`src/rtl/eth_rx_parser_if.sv`:
```
// Word stream between the MAC receiver and the header parser: receive side in, payload side out.
// The master modport is the MAC/stimulus side; the slave modport is the parser.
interface eth_rx_parser_if;
  logic [15:0] in_data;
  logic        in_valid;
  logic        in_done;
  logic [15:0] out_data;
  logic        out_valid;
  logic        out_last;

  modport master (
    output in_data, in_valid, in_done,
    input  out_data, out_valid, out_last
  );

  modport slave (
    input  in_data, in_valid, in_done,
    output out_data, out_valid, out_last
  );
endinterface

```
`src/rtl/eth_rx_parser.sv`:
```
// Ethernet header parser: walks dst/src/type words, filters on destination address,
// forwards the payload with one cycle of latency and keeps accepted/dropped frame counts.
module eth_rx_parser #(
  parameter logic [47:0] LOCAL_MAC = 48'h02_00_00_00_00_01,
  parameter logic        PROMISC   = 1'b0
) (
  input  logic               clk,
  input  logic               reset,
  eth_rx_parser_if.slave     rx,
  output logic               hdr_valid,
  output logic [47:0]        src_mac,
  output logic [15:0]        ethertype,
  output logic               runt_err,
  output logic [15:0]        rx_count,
  output logic [15:0]        drop_count
);

  typedef enum logic [2:0] {IDLE, DST, SRC, TYPE, PAYLOAD, DROP} state_t;

  state_t      state_r, state_s;
  logic [1:0]  idx_r, idx_s;
  logic        loc_r, loc_s;
  logic        bc_r, bc_s;
  logic [47:0] stage_r, stage_s;
  logic [47:0] src_r, src_s;
  logic [15:0] type_r, type_s;
  logic [15:0] od_r, od_s;
  logic        ov_r, ov_s;
  logic        ol_r, ol_s;
  logic        hv_r, hv_s;
  logic        re_r, re_s;
  logic [15:0] rxc_r, rxc_s;
  logic [15:0] drc_r, drc_s;

  function automatic logic [15:0] sat_inc(input logic [15:0] v);
    return (v == 16'hFFFF) ? v : v + 16'd1;
  endfunction

  // Next-state: the data word is consumed first, then in_done acts on the resulting state.
  always_comb begin
    state_s = state_r;
    idx_s   = idx_r;
    loc_s   = loc_r;
    bc_s    = bc_r;
    stage_s = stage_r;
    src_s   = src_r;
    type_s  = type_r;
    od_s    = od_r;
    ov_s    = 1'b0;
    ol_s    = 1'b0;
    hv_s    = 1'b0;
    re_s    = 1'b0;
    rxc_s   = rxc_r;
    drc_s   = drc_r;

    if (rx.in_valid) begin
      case (state_r)
        IDLE: begin
          loc_s   = (rx.in_data == LOCAL_MAC[47:32]);
          bc_s    = (rx.in_data == 16'hFFFF);
          idx_s   = 2'd1;
          state_s = DST;
        end
        DST: begin
          if (idx_r == 2'd1) begin
            loc_s = loc_r & (rx.in_data == LOCAL_MAC[31:16]);
            bc_s  = bc_r & (rx.in_data == 16'hFFFF);
            idx_s = 2'd2;
          end else begin
            loc_s   = loc_r & (rx.in_data == LOCAL_MAC[15:0]);
            bc_s    = bc_r & (rx.in_data == 16'hFFFF);
            idx_s   = 2'd0;
            state_s = SRC;
          end
        end
        SRC: begin
          case (idx_r)
            2'd0: begin
              stage_s[47:32] = rx.in_data;
              idx_s          = 2'd1;
            end
            2'd1: begin
              stage_s[31:16] = rx.in_data;
              idx_s          = 2'd2;
            end
            default: begin
              stage_s[15:0] = rx.in_data;
              idx_s         = 2'd0;
              state_s       = TYPE;
            end
          endcase
        end
        TYPE: begin
          // Source address is staged so a dropped or runt frame leaves the last accepted header intact.
          if (loc_r | bc_r | PROMISC) begin
            type_s  = rx.in_data;
            src_s   = stage_r;
            hv_s    = 1'b1;
            state_s = PAYLOAD;
          end else begin
            state_s = DROP;
          end
        end
        PAYLOAD: begin
          od_s = rx.in_data;
          ov_s = 1'b1;
        end
        DROP:    state_s = DROP;
        default: state_s = IDLE;
      endcase
    end else begin
      state_s = state_r;
    end

    if (rx.in_done) begin
      case (state_s)
        DST, SRC, TYPE: begin
          re_s    = 1'b1;
          state_s = IDLE;
        end
        PAYLOAD: begin
          ol_s    = 1'b1;
          rxc_s   = sat_inc(rxc_r);
          state_s = IDLE;
        end
        DROP: begin
          drc_s   = sat_inc(drc_r);
          state_s = IDLE;
        end
        default: state_s = IDLE;
      endcase
    end else begin
      ol_s = 1'b0;
    end
  end

  // State, flags, counters and registered outputs.
  always_ff @(posedge clk) begin
    if (reset) begin
      state_r <= IDLE;
      idx_r   <= 2'd0;
      loc_r   <= 1'b0;
      bc_r    <= 1'b0;
      stage_r <= 48'd0;
      src_r   <= 48'd0;
      type_r  <= 16'd0;
      od_r    <= 16'd0;
      ov_r    <= 1'b0;
      ol_r    <= 1'b0;
      hv_r    <= 1'b0;
      re_r    <= 1'b0;
      rxc_r   <= 16'd0;
      drc_r   <= 16'd0;
    end else begin
      state_r <= state_s;
      idx_r   <= idx_s;
      loc_r   <= loc_s;
      bc_r    <= bc_s;
      stage_r <= stage_s;
      src_r   <= src_s;
      type_r  <= type_s;
      od_r    <= od_s;
      ov_r    <= ov_s;
      ol_r    <= ol_s;
      hv_r    <= hv_s;
      re_r    <= re_s;
      rxc_r   <= rxc_s;
      drc_r   <= drc_s;
    end
  end

  assign rx.out_data  = od_r;
  assign rx.out_valid = ov_r;
  assign rx.out_last  = ol_r;
  assign hdr_valid    = hv_r;
  assign src_mac      = src_r;
  assign ethertype    = type_r;
  assign runt_err     = re_r;
  assign rx_count     = rxc_r;
  assign drop_count   = drc_r;

endmodule
```
`src/flat_wrapper.sv`:
```
// flat-port wrapper written by rule: the top's interface ports become plain ports
module eth_rx_parser_flat 
#(
  parameter logic [47:0] LOCAL_MAC = 48'h02_00_00_00_00_01,
  parameter logic        PROMISC   = 1'b0
)
  (clk, reset, hdr_valid, src_mac, ethertype, runt_err, rx_count, drop_count, rx_in_data, rx_in_valid, rx_in_done, rx_out_data, rx_out_valid, rx_out_last);
  eth_rx_parser_if rx_i ();
  input  logic clk;
  input  logic reset;
  output logic hdr_valid;
  output logic [47:0] src_mac;
  output logic [15:0] ethertype;
  output logic runt_err;
  output logic [15:0] rx_count;
  output logic [15:0] drop_count;
  input wire logic [$bits(rx_i.in_data)-1:0] rx_in_data;
  input wire logic [$bits(rx_i.in_valid)-1:0] rx_in_valid;
  input wire logic [$bits(rx_i.in_done)-1:0] rx_in_done;
  output wire logic [$bits(rx_i.out_data)-1:0] rx_out_data;
  output wire logic [$bits(rx_i.out_valid)-1:0] rx_out_valid;
  output wire logic [$bits(rx_i.out_last)-1:0] rx_out_last;
  assign rx_i.in_data = rx_in_data;
  assign rx_i.in_valid = rx_in_valid;
  assign rx_i.in_done = rx_in_done;
  assign rx_out_data = rx_i.out_data;
  assign rx_out_valid = rx_i.out_valid;
  assign rx_out_last = rx_i.out_last;
  eth_rx_parser #(.LOCAL_MAC(LOCAL_MAC), .PROMISC(PROMISC)) u_core (.clk(clk), .reset(reset), .rx(rx_i), .hdr_valid(hdr_valid), .src_mac(src_mac), .ethertype(ethertype), .runt_err(runt_err), .rx_count(rx_count), .drop_count(drop_count));
endmodule
```
`config.mk`:
```
export PLATFORM = sky130hd
export DESIGN_NAME = eth_rx_parser_flat
export DESIGN_NICKNAME = d
export VERILOG_FILES = /design/src/rtl/eth_rx_parser_if.sv /design/src/rtl/eth_rx_parser.sv /design/src/flat_wrapper.sv
export SDC_FILE = /design/constraint.sdc
export NUM_CORES = 1
export LEC_CHECK = 0
export BUFFER_PORTS_ARGS = -buffer_cell sky130_fd_sc_hd__buf_2
export CORE_MARGIN = 8
export CORE_UTILIZATION = 47
export DETAILED_ROUTE_END_ITERATION = 16
export PLACE_DENSITY = 0.73
export SETUP_SLACK_MARGIN = 0.5
export SLEW_MARGIN = 20
export SYNTH_ARGS = -nofsm -noshare
export SYNTH_HDL_FRONTEND = slang
export SYNTH_SLANG_ARGS = --single-unit
```
`constraint.sdc`:
```
create_clock -name clk -period 1.7 [get_ports clk]
set_clock_uncertainty 0.1 [all_clocks]
set_input_delay 0.34 -clock clk [delete_from_list [all_inputs] [get_ports clk]]
set_output_delay 0.34 -clock clk [all_outputs]
set_load 0.01 [all_outputs]
```
* Word-level counts from Yosys, hierarchy flattened *
Index checks and enable logic that the tools add are counted.

storage, ports and cells
  flip-flop bits (word level) = 171
  bits of input ports = 20

cells by class
  add/sub/neg operators = 2
  equal/unequal tests = 16
  multiplexer cells = 15
  bitwise gates (word level) = 10
  reduce and logical (&&, ||, !) cells = 20

operator list
  operator                 count
  $eq A16 B16 Y1 const B   3
  $add A16 B1 Y16 const B  2
  $pmux W3 S6              1
  $reduce_and A3 Y1        6
  $eq A16 B1 Y1 const B    1
  $eq A16 B10 Y1 const B   1
  $logic_not A16 Y1        1
  $eq A3 B2 Y1 const B     4
  $eq A3 B3 Y1 const B     4
  $mux W3                  3
  $reduce_or A2 Y1         4
  $eq A3 B1 Y1 const B     2
  $mux W1                  6
  $not A1 Y1               6
  $pmux W2 S3              1
  $reduce_and A2 Y1        3
  $reduce_or A3 Y1         2
  $pmux W1 S2              2
  $pmux W2 S2              1
  $and A1 B1 Y1            3
  $logic_not A3 Y1         1
  $reduce_bool A3 Y1       1
  $eq A2 B1 Y1 const B     1
  $logic_not A2 Y1         1
  3 further kinds          3

* Depth between registers and ports, before layout *
Gate-level depths: netlist (run 1).

  depth in word-level cells = 8
  mapped depth = 8
  gate-level depth less buffers = 6

* Least setup slack after synthesis (run 1) *
No wires, ideal clock.

  path type = reg-to-reg
  from = register u_core.drc_r[0] (netlist: u_core.drop_count[0])
  to = register u_core.drc_r[14] (netlist: u_core.drop_count[14])
  setup time = 133 ps
  data arrival time = 1611 ps
  slack = -144 ps
  stages on the path, launching flop included = 6
  path buffers = 0
  period minus slack after synthesis = 1844 ps
  cell sequence = dfxtp_1 ha_1 nand3_1 or4_4 nor3_1 a211oi_1

on the way
  longest elaborated chain between the ends = 3
  elaborated cells on any way between the ends = 4

RTL lines
  item                                                     line                  RTL
  from (decl)                                              eth_rx_parser.sv:33   logic [15:0] drc_r, drc_s;
  from (signal assigned)                                   eth_rx_parser.sv:168  drc_r <= drc_s;
  branches (longest 3 deep; another with $add A16 B1 Y16)  n/a

Several ways; the timed one is not identified.
A chain may end at the register's enable or synchronous reset.

* Final worst setup path (run 1) *
  from = register u_core.state_r[2]
  to = register u_core.src_r[46] (netlist: u_core.src_mac[46])

on the way
  longest elaborated chain between the ends = 2

RTL lines
  item                                line                  RTL
  from (decl)                         eth_rx_parser.sv:20   state_t state_r, state_s;
  from (signal assigned)              eth_rx_parser.sv:155  state_r <= state_s;
  $eq A3 B2 Y1                        eth_rx_parser.sv:57   case (state_r)
  $reduce_and A3 Y1 (no source line)  n/a
  to (signal assigned)                eth_rx_parser.sv:160  src_r <= src_s;
  to (decl)                           eth_rx_parser.sv:25   logic [47:0] src_r, src_s;

Every way passes these cells.

==> results.sh, run 1 <==
export IMPL_status="finished with violations"
export IMPL_violations="negative setup slack"
export IMPL_critPathTopFamily="simple AND/OR/NAND/NOR gates"
export IMPL_ant_nets=0
export IMPL_yosys_area_top_type_share_pct=50.5
export IMPL_worstSetupEndpointType="register"
export IMPL_root_buffer="clkbuf_16"
export IMPL_async_flop_share_pct=0
export IMPL_start_kind="register"
export IMPL_synth_largest_area_cell="dfxtp_1"
export IMPL_total_power_mw=8.39
export IMPL_syn_area_sq_um=6770
export IMPL_start_util_pct=47.3
export IMPL_layout_min_cycle_time_ns=1.92
export IMPL_drv_cap=0
export IMPL_rsz0062_at_grt="true"
export IMPL_synth_ff_type="dfxtp_1"
export IMPL_sw_frac_of_total_pct=25.9
export IMPL_finalWeightedCongestion=0.849
export IMPL_cts_tree="built"
export IMPL_r2r_start="u_core.state_r[2]"
export IMPL_drtIter0Drc=995
export IMPL_wirelength_microns=35000
export IMPL_syn_num_nets=855
export IMPL_dpl_worst_slack_ns=-0.0148
export IMPL_grt_max_degree=54
export IMPL_fin_hold_ws_ns=0.127
export IMPL_crit_buf_inv=3
export IMPL_p_leak_nw=4.87
export IMPL_path_cells="nand2b_4, buf_8, nor3_4, buf_4, buf_12, nand2_1, a21oi_1"
export IMPL_hold_class="primary input to register"
export IMPL_pin_count=136
export IMPL_grt_pass1_vias=7071
export IMPL_crit_start="u_core.state_r[2]"
export IMPL_intPower_mw=6.21
export IMPL_clock_sinks=171
export IMPL_cts_buffers=17
export IMPL_row_count=44
export IMPL_dieArea_sq_um=18500
export IMPL_r2r_end="u_core.src_mac[46]"
export IMPL_crit_arrival_ns=2.18
export IMPL_core_area_sq_um=14300
export IMPL_relSlewSlack_pct=60.6
export IMPL_syn_area_per_cell_sq_um=8.13
export IMPL_viasPerCell=6.38
export IMPL_slowest_delay_ns=0.38
export IMPL_setup_viol=93
export IMPL_max_slew_worst_pin_slew_ns=0.591
export IMPL_fmax_ghz=0.521
export IMPL_fin_ws_ns=-0.219
export IMPL_clk_pin_slew_ns=0.08
export IMPL_grt_total_usage_pct=26.8
export IMPL_final_hold_viol_count=0
export IMPL_cp_max_fo=12
export IMPL_dpl_hpwl_microns=13300
export IMPL_slew_violations=0
export IMPL_crit_path_end="u_core.src_mac[46]"
export IMPL_worstPathRequired_ns=1.96
export IMPL_drc_errors=0
export IMPL_stdcell_count=1300
export IMPL_ys_seq_area_share_pct=50.5
export IMPL_drive_above_1_share_pct=66.4
export IMPL_worst_path_stages=7
export IMPL_synthDistinctLibCells=59
export IMPL_vias=8300
export IMPL_clk_path_buf_depth=2
export IMPL_critPathSlowestCell="dfxtp_4"
export IMPL_final_common_cell="buf_6"
export IMPL_final_nets=1124
export IMPL_crit_type="register to register"
export IMPL_synth_area_top_cells="dfxtp_1 51%, nand2_1 14%, a21oi_1 10%"
export IMPL_h_tree_depth=4
export IMPL_grt_ovfl_total=0
export IMPL_firstDrtPassIters=9
export IMPL_rr_worst_depth=7
export IMPL_grtUsageMet2_pct=43.5
export IMPL_layout_worst_path_cycle_share_pct=113
export IMPL_grt_pass1_wl_microns=38900
export IMPL_avgRoutedWirePerCell_microns=26.9
export IMPL_seqPwrFrac_pct=47.6
export IMPL_yosysWarnings=0
export IMPL_io_buffers=135
export IMPL_met1_usage_pct=32.1
export IMPL_die_h_microns=136
export IMPL_antenna_found_initial=1
export IMPL_place_inst=1164
export IMPL_synth_edff_count=0
export IMPL_combPwrFrac_pct=5.4
export IMPL_area_delta_synth_final_pct=83.0
export IMPL_final_util_pct=86.6
export IMPL_insertion_delay_ns=0.45
export IMPL_final_cell_mix="158 x buf_6, 123 x nand2_1, 94 x dfxtp_2, 86 x buf_4, 75 x nand2_4"
export IMPL_ys_ff_latch=171
export IMPL_die_w_microns=136
export IMPL_clkPwrFrac_pct=47.0
export IMPL_p_sw_mw=2.18
export IMPL_top_usage_layer="met2"
export IMPL_grt_met3_usage_pct=7.80
export IMPL_ir_drop_mv=0.644
export IMPL_p_per_area_nw_per_um2=677
export IMPL_r2r_setup_slack_ns=-0.22
export IMPL_synth_cells=833
## layer usage
metal	routed length [microns]	share of wire [%]
met1	11900	34
met2	16300	47
met3	4010	11
met4	2800	8.0
met5	0	0
## worst min-delay path by stage
stage | slack [ns] | depth (start not counted) | startpoint | endpoint
3_3_place_gp | 0.34 | 2 | u_core.src_mac[33] | u_core.src_mac[33]
2_1_floorplan | 0.31 | 1 | rx_in_done | u_core.state_r[1]
5_1_grt | 0.12 | 2 | rx_in_done | u_core.runt_err
3_5_place_dp | 0.34 | 2 | u_core.src_mac[28] | u_core.src_mac[28]
4_1_cts | 0.12 | 2 | rx_in_done | u_core.runt_err
6_report | 0.13 | 2 | rx_in_done | u_core.runt_err
## Yosys cell counts, drive strengths merged, types with 5 or more instances
| library cell | instances |
|---|---|
| dfxtp | 171 |
| clkbuf | 31 |
| nand3 | 26 |
| xor2 | 6 |
| nand4 | 16 |
| buf | 25 |
| and3 | 6 |
| nor2 | 40 |
| nor4 | 13 |
| nand2 | 256 |
| or4 | 5 |
| inv | 6 |
| nor3 | 16 |
| o21ai | 11 |
| a21oi | 136 |
| or3 | 5 |
| xnor2 | 17 |
## final cells by class
type	count	area (sq um)
multi-input cells	603	4600
flip-flops and latches	171	3640
repair buffers	303	3330
fillers	572	1920
clock buffers	20	447
well taps	184	230
clock inverters	12	128
inverters	6	25.0
diodes	1	2.50
## power groups by stage
| stage | combinational, mW | sequential [mW] | clock, mW |
|---|---|---|---|
| 3_3_place_gp | 0.288 | 4.10 | 0 |
| 4_1_cts | 0.345 | 4.00 | 3.83 |
| 5_1_grt | 0.459 | 3.99 | 4.08 |
| 3_5_place_dp | 0.290 | 4.10 | 0 |
| 2_1_floorplan | 0.135 | 4.10 | 0 |
| 6_report | 0.454 | 3.99 | 3.95 |
## registers in the layout, summed over array words and instances (netlist names)
signal	flops
u_core.idx_r	2
u_core.loc_r	1
u_core.drop_count	16
u_core.runt_err	1
u_core.rx_count	16
u_core.bc_r	1
u_core.rx.out_valid	1
u_core.ethertype	16
u_core.hdr_valid	1
u_core.rx.out_data	16
u_core.stage_r	48
u_core.rx.out_last	1
u_core.src_mac	48
u_core.state_r	3
## cell families after synthesis
group                      count (synthesis)  share of synthesized area [%]
xor gates and xnor gates                  23                           2.97
buffers and inverters                     62                           4.10
AOI/OAI and AO/OA                        168                           14.1
DFF                                      171                           50.5
adders and majority gates                  2                          0.369
muxes                                      2                          0.296
and+or+nand+nor                          405                           27.6
## per-stage QoR
step                setup TNS [ns]  instance area, sq um
floorplan                        0                  7240
global placement                 0                  8280
detailed placement         -0.0220                  8280
CTS                              0                 10800
global route                 -6.84                 12400
finish                       -4.03                 12400
## repair_timing
action,CTS,global route
setup endpoints to repair,286,287
endpoints found under the hold margin,0,0
resized for setup,342,295
hold buffers,0,0
cloned,14,7
buffers inserted,52,30
pin swaps,59,153
(Power assumes the default switching activity.)
==> inputs of run 2 (changes only) <==
ABC_AREA = 1   (was not set)
PLACE_DENSITY = 0.72   (was 0.73)
==> results.sh, run 2 <==
export IMPL_max_slew_worst_pin_slew_ns=0.484
export IMPL_antenna_found_initial=2
export IMPL_ir_drop_mv=0.683
export IMPL_syn_area_sq_um=7000
export IMPL_p_leak_nw=4.49
export IMPL_n_antenna_cell=0
export IMPL_place_inst=1242
export IMPL_final_nets=1160
export IMPL_finalWeightedCongestion=0.888
export IMPL_ys_ff_latch=171
export IMPL_viasPerCell=6.02
export IMPL_synth_ff_type="dfxtp_1"
export IMPL_yosysMostFrequentCell="dfxtp_1"
export IMPL_start_kind="register"
export IMPL_synth_area_top_cells="dfxtp_1 49%, a21oi_1 10%, nand2_1 9.1%"
export IMPL_io_buffers=135
export IMPL_syn_area_per_cell_sq_um=7.55
export IMPL_die_w_microns=138
export IMPL_vias=8025
export IMPL_dpl_hpwl_microns=13400
export IMPL_fin_ws_ns=-0.0314
export IMPL_setup_viol=15
export IMPL_drc_errors=0
export IMPL_yosysWarnings=0
export IMPL_stdcell_count=1333
export IMPL_final_cell_mix="144 x dfxtp_1, 129 x nand2_1, 122 x buf_2, 70 x a21oi_2, 68 x a21oi_1"
export IMPL_dpl_worst_slack_ns=-0.0222
export IMPL_violations="negative setup slack"
export IMPL_clock_sinks=171
export IMPL_ant_nets=0
export IMPL_synth_cells=928
export IMPL_cp_max_fo=8
export IMPL_multi_input_area_sq_um=4410
export IMPL_grt_pass1_wl_microns=39600
export IMPL_layout_min_cycle_time_ns=1.73
export IMPL_worstSetupEndpointType="register"
export IMPL_seq_area_sq_um=3480
export IMPL_rsz0062_at_grt="true"
export IMPL_slowest_delay_ns=0.40
export IMPL_fmax_ghz=0.578
export IMPL_start_util_pct=48.2
export IMPL_die_h_microns=138
export IMPL_synth_edff_count=0
export IMPL_final_hold_viol_count=0
export IMPL_hold_class="primary input to register"
export IMPL_synthDistinctLibCells=34
export IMPL_drive_above_1_share_pct=47.3
export IMPL_ys_seq_area_share_pct=48.9
export IMPL_drv_cap=0
export IMPL_critPathSlowestCell="dfxtp_4"
export IMPL_dieArea_sq_um=19100
export IMPL_firstDrtPassIters=6
export IMPL_relSlewSlack_pct=67.7
export IMPL_insertion_delay_ns=0.44
export IMPL_yosys_area_top_type_share_pct=48.9
export IMPL_grt_ovfl_total=0
export IMPL_cp_common_cell="buf_6"
export IMPL_async_flop_share_pct=0
export IMPL_drtIter0Drc=669
export IMPL_final_common_cell="dfxtp_1"
export IMPL_syn_num_nets=950
export IMPL_cts_buffers=17
export IMPL_p_per_area_nw_per_um2=761
export IMPL_root_buffer="clkbuf_16"
export IMPL_crit_arrival_ns=1.95
export IMPL_clk_pin_slew_ns=0.07
export IMPL_crit_type="register to register"
export IMPL_synthTopCellsByCount="171 x dfxtp_1, 170 x nand2_1, 142 x a21oi_1"
export IMPL_clk_path_buf_depth=2
export IMPL_path_cells="nor2_4, buf_6, inv_6, nor3_4, buf_4, buf_6, buf_8, buf_16, a21oi_4"
export IMPL_h_tree_depth=4
export IMPL_grt_max_degree=56
export IMPL_worstPathRequired_ns=1.92
export IMPL_avgRoutedWirePerCell_microns=21.8
export IMPL_core_area_sq_um=14500
export IMPL_wirelength_microns=29000
export IMPL_fill_cells=840
export IMPL_layout_worst_path_cycle_share_pct=102
export IMPL_synth_largest_area_cell="dfxtp_1"
export IMPL_ctsHoldBuffers=0
export IMPL_grt_total_usage_pct=25.5
export IMPL_status="finished with violations"
export IMPL_slew_violations=0
export IMPL_area_delta_synth_final_pct=63.0
export IMPL_cts_tree="built"
export IMPL_row_count=44
export IMPL_pin_count=136
export IMPL_grt_pass1_vias=7234
run 2: cell count changes after synthesis, sizes merged, moves of 9 or more:
cell	before	now
nor2	40	84
o21ai	11	73
xnor2	17	1
nand4	16	27
inv	6	70
nor3	16	7
nand2	256	171
xor2	6	19
nand3	26	88
run 2: report_power, final:
group	total (mW)	leakage (nW)	internal [mW]	switching [mW]
Sequential	4.02	1.39	4.00	0.0134
Combinational	0.554	2.79	0.159	0.395
Clock	4.12	0.297	2.43	1.69
run 2: timing repair:
item,4_1_cts,5_1_grt
cloned,21,2
endpoints found under the setup margin,283,284
buffers inserted,28,10
gates resized for setup,166,186
pin swaps,63,42
run 2: cell type report:
| type | instances | area share (%) |
|---|---|---|
| Clock buffer | 21 | 4.12 |
| Timing Repair Buffer | 249 | 21.0 |
| Multi-Input combinational cell | 628 | 38.6 |
| Clock inverter | 9 | 1.21 |
| Inverter | 71 | 2.52 |
| Sequential cell | 171 | 30.5 |
| Tap cell | 184 | 2.02 |
run 2: path summary, 6_finish.rpt:
| check | cells past startpoint | to | start | slack [ns] |
|---|---|---|---|---|
| min reg2reg | 2 | u_core.src_mac[10] | u_core.src_mac[10] | 0.36 |
| min | 3 | u_core.ethertype[6] | rx_in_data[6] | 0.08 |
| max | 9 | u_core.rx.out_data[14] | u_core.state_r[1] | -0.03 |
| max reg2reg | 9 | u_core.rx.out_data[14] | u_core.state_r[1] | -0.03 |
run 2: routing by layer:
layer	part of all wire, %	GRT usage [%]	vias up	wire (microns)
met5	0.090	0	-	26
met4	5.9	13.7	4	1700
met3	8.9	7.05	151	2590
met2	48	41.5	526	14000
met1	37	29.9	3804	10700
li1	-	-	3540	-
run 2: cells by family (layout without fill, tap and decap cells):
kind of cell	count (synthesis)	count (layout)	share of synthesized area, %
AO/OA/AOI/OAI	219	219	15.8
XOR/XNOR	20	20	2.50
adder cells (fa/ha/maj)	2	2	0.357
AND/OR/NAND/NOR	385	387	24.7
flip-flops	171	171	48.9
buffers and inverters	131	350	7.70
run 2: critical path: cells and delay by family (launching register included):
family	cells	cell delay [ns]
DFF	1	0.40
and+or+nand+nor	2	0.37
AOI/OAI and AO/OA	1	0.07
buffers and inverters	6	0.66
run 2: through the flow:
stage	area [sq um]	utilization (%)	TNS (ns)	power, mW	hold slack (ns)
floorplan	7330	-	0	4.31	0.309
global placement	8380	57.7	-0.000463	4.47	0.347
detailed placement	8380	57.7	-0.0292	4.47	0.347
CTS	10500	72.1	0	8.50	0.0729
global route	11400	78.5	-1.96	8.84	0.0718
finish	11400	78.5	-0.224	8.69	0.0790
==> inputs of run 3 (changes only) <==
PLACE_DENSITY = 0.7   (was 0.72)
RECOVER_POWER = 100   (was not set)
clock period = 2.05 ns   (was 1.7 ns; I/O delays follow)
==> results.sh, run 3 (synthesis gave the netlist of run 2 again) <==
export IMPL_status="completed"
export IMPL_cp_max_fo=8
export IMPL_n_antenna_cell=0
export IMPL_drc_errors=0
export IMPL_viasPerCell=5.51
export IMPL_rr_worst_depth=8
export IMPL_h_tree_depth=4
export IMPL_ant_nets=0
export IMPL_sw_frac_of_total_pct=23.1
export IMPL_setup_viol=0
export IMPL_drive_above_1_share_pct=19.5
export IMPL_avgRoutedWirePerCell_microns=17.5
export IMPL_fmax_ghz=0.536
export IMPL_area_delta_synth_final_pct=34.3
export IMPL_cts_buffers=17
export IMPL_total_power_mw=6.97
export IMPL_final_cell_mix="165 x dfxtp_1, 155 x nand2_1, 137 x a21oi_1, 98 x clkbuf_1, 79 x nand3_1"
export IMPL_ctsHoldBuffers=0
export IMPL_rsz0062_at_grt="true"
export IMPL_io_buffers=135
export IMPL_intPower_mw=5.36
export IMPL_p_sw_mw=1.61
export IMPL_cts_tree="built"
export IMPL_root_buffer="clkbuf_16"
export IMPL_hold_class="primary input to register"
export IMPL_layout_min_cycle_time_ns=1.87
export IMPL_drv_cap=0
export IMPL_worstPathRequired_ns=2.31
export IMPL_clock_sinks=171
export IMPL_start_util_pct=48.2
export IMPL_layout_worst_path_cycle_share_pct=91.1
export IMPL_final_nets=1124
export IMPL_relSlewSlack_pct=59.7
export IMPL_max_slew_worst_pin_slew_ns=0.603
export IMPL_stdcell_count=1299
export IMPL_multi_input_area_sq_um=3380
export IMPL_clk_path_buf_depth=2
export IMPL_grt_max_degree=66
export IMPL_crit_type="register to register"
export IMPL_combPwrFrac_pct=5.1
export IMPL_grt_ovfl_total=0
export IMPL_place_inst=1209
export IMPL_vias=7152
export IMPL_grt_total_usage_pct=21.6
export IMPL_core_area_sq_um=14500
export IMPL_row_count=44
export IMPL_clk_pin_slew_ns=0.07
export IMPL_seq_area_sq_um=3440
export IMPL_worstSetupEndpointType="register"
export IMPL_p_leak_nw=3.65
export IMPL_grt_pass1_vias=6563
export IMPL_firstDrtPassIters=5
export IMPL_dpl_hpwl_microns=12800
export IMPL_die_w_microns=138
export IMPL_wirelength_microns=22800
export IMPL_min_path_cells=2
export IMPL_slew_violations=0
export IMPL_drtIter0Drc=561
export IMPL_final_hold_viol_count=0
export IMPL_finalWeightedCongestion=0.913
export IMPL_crit_arrival_ns=2.12
export IMPL_grt_pass1_wl_microns=34400
export IMPL_insertion_delay_ns=0.42
export IMPL_clkPwrFrac_pct=47.1
export IMPL_antenna_found_initial=0
export IMPL_seqPwrFrac_pct=47.8
export IMPL_die_h_microns=138
export IMPL_final_common_cell="dfxtp_1"
export IMPL_fill_cells=1286
export IMPL_dieArea_sq_um=19100
export IMPL_p_per_area_nw_per_um2=742
export IMPL_ir_drop_mv=0.544
export IMPL_pin_count=136
export IMPL_start_kind="register"
## run 3: changes by cell type in the layout (fill, tap and decap cells not counted), moves of 22 or more
cell      delta
nand3_1     +65
nand3_2     -37
a21oi_1     +69
clkbuf_1    +97
buf_2       -84
nand3_4     -28
nand2_1     +26
a21oi_2     -65
nand2_4     -22
## run 3: power by group through the flow
stage                     sequential, mW  combinational [mW]  clock [mW]
after detailed placement            3.41               0.272           0
after global routing                3.33               0.374        3.46
final                               3.34               0.355        3.28
after global placement              3.41               0.272           0
after CTS                           3.33               0.329        3.33
after floorplan                     3.41               0.164           0
## run 3: worst max-delay path, cell delays in order, from the launching register on
cell,delay [ns]
dfxtp_4,0.38
inv_8,0.09
nand3_2,0.10
nor2_2,0.12
nand2_2,0.06
nor2_1,0.47
clkbuf_16,0.27
o21ai_0,0.07
a21oi_1,0.13
## run 3: through the flow
stage / util (%) / hold slack [ns] / TNS [ns] / setup WS (ns) / cell area [sq um]
final: 64.7 / 0.145 / 0 / 0.183 / 9410
after global routing: 64.7 / 0.127 / 0 / 0.101 / 9410
after CTS: 63.4 / 0.129 / 0 / 0.412 / 9220
after detailed placement: 54.9 / 0.350 / -0.000155 / -0.000155 / 7980
after global placement: 54.9 / 0.346 / 0 / 0.0718 / 7980
after floorplan: - / 0.357 / 0 / 0.455 / 7130
## run 3: what timing repair did
action,4_1_cts,5_1_grt
setup endpoints to repair,122,162
gates resized for setup,62,62
pin swaps,19,17
setup buffers,33,10
cloned,8,7
## run 3: final cells by class
type / instances / area share [%]
timing repair inverter: 1 / 0.0532
multi-input combinational: 630 / 36.0
clock buffer: 20 / 4.64
clock inverter: 12 / 1.70
timing repair buffer: 210 / 15.6
sequential: 171 / 36.6
tap: 184 / 2.45
inverter: 71 / 3.07
## run 3: final timing paths
check                           from                 end  slack [ns]
setup reg to reg   u_core.state_r[2]  u_core.stage_r[46]        0.18
hold reg to reg   u_core.src_mac[22]  u_core.src_mac[22]        0.36
hold / removal            rx_in_done   u_core.state_r[2]        0.15
setup / recovery   u_core.state_r[2]  u_core.stage_r[46]        0.18
## run 3: routing by layer
layer | routed length [microns] | vias to the layer above | track usage, %
met5 | 0 | - | 0
met4 | 445 | 0 | 7.09
met3 | 1590 | 36 | 5.41
met2 | 10300 | 311 | 33.3
met1 | 10400 | 3345 | 28.9
li1 | - | 3460 | -
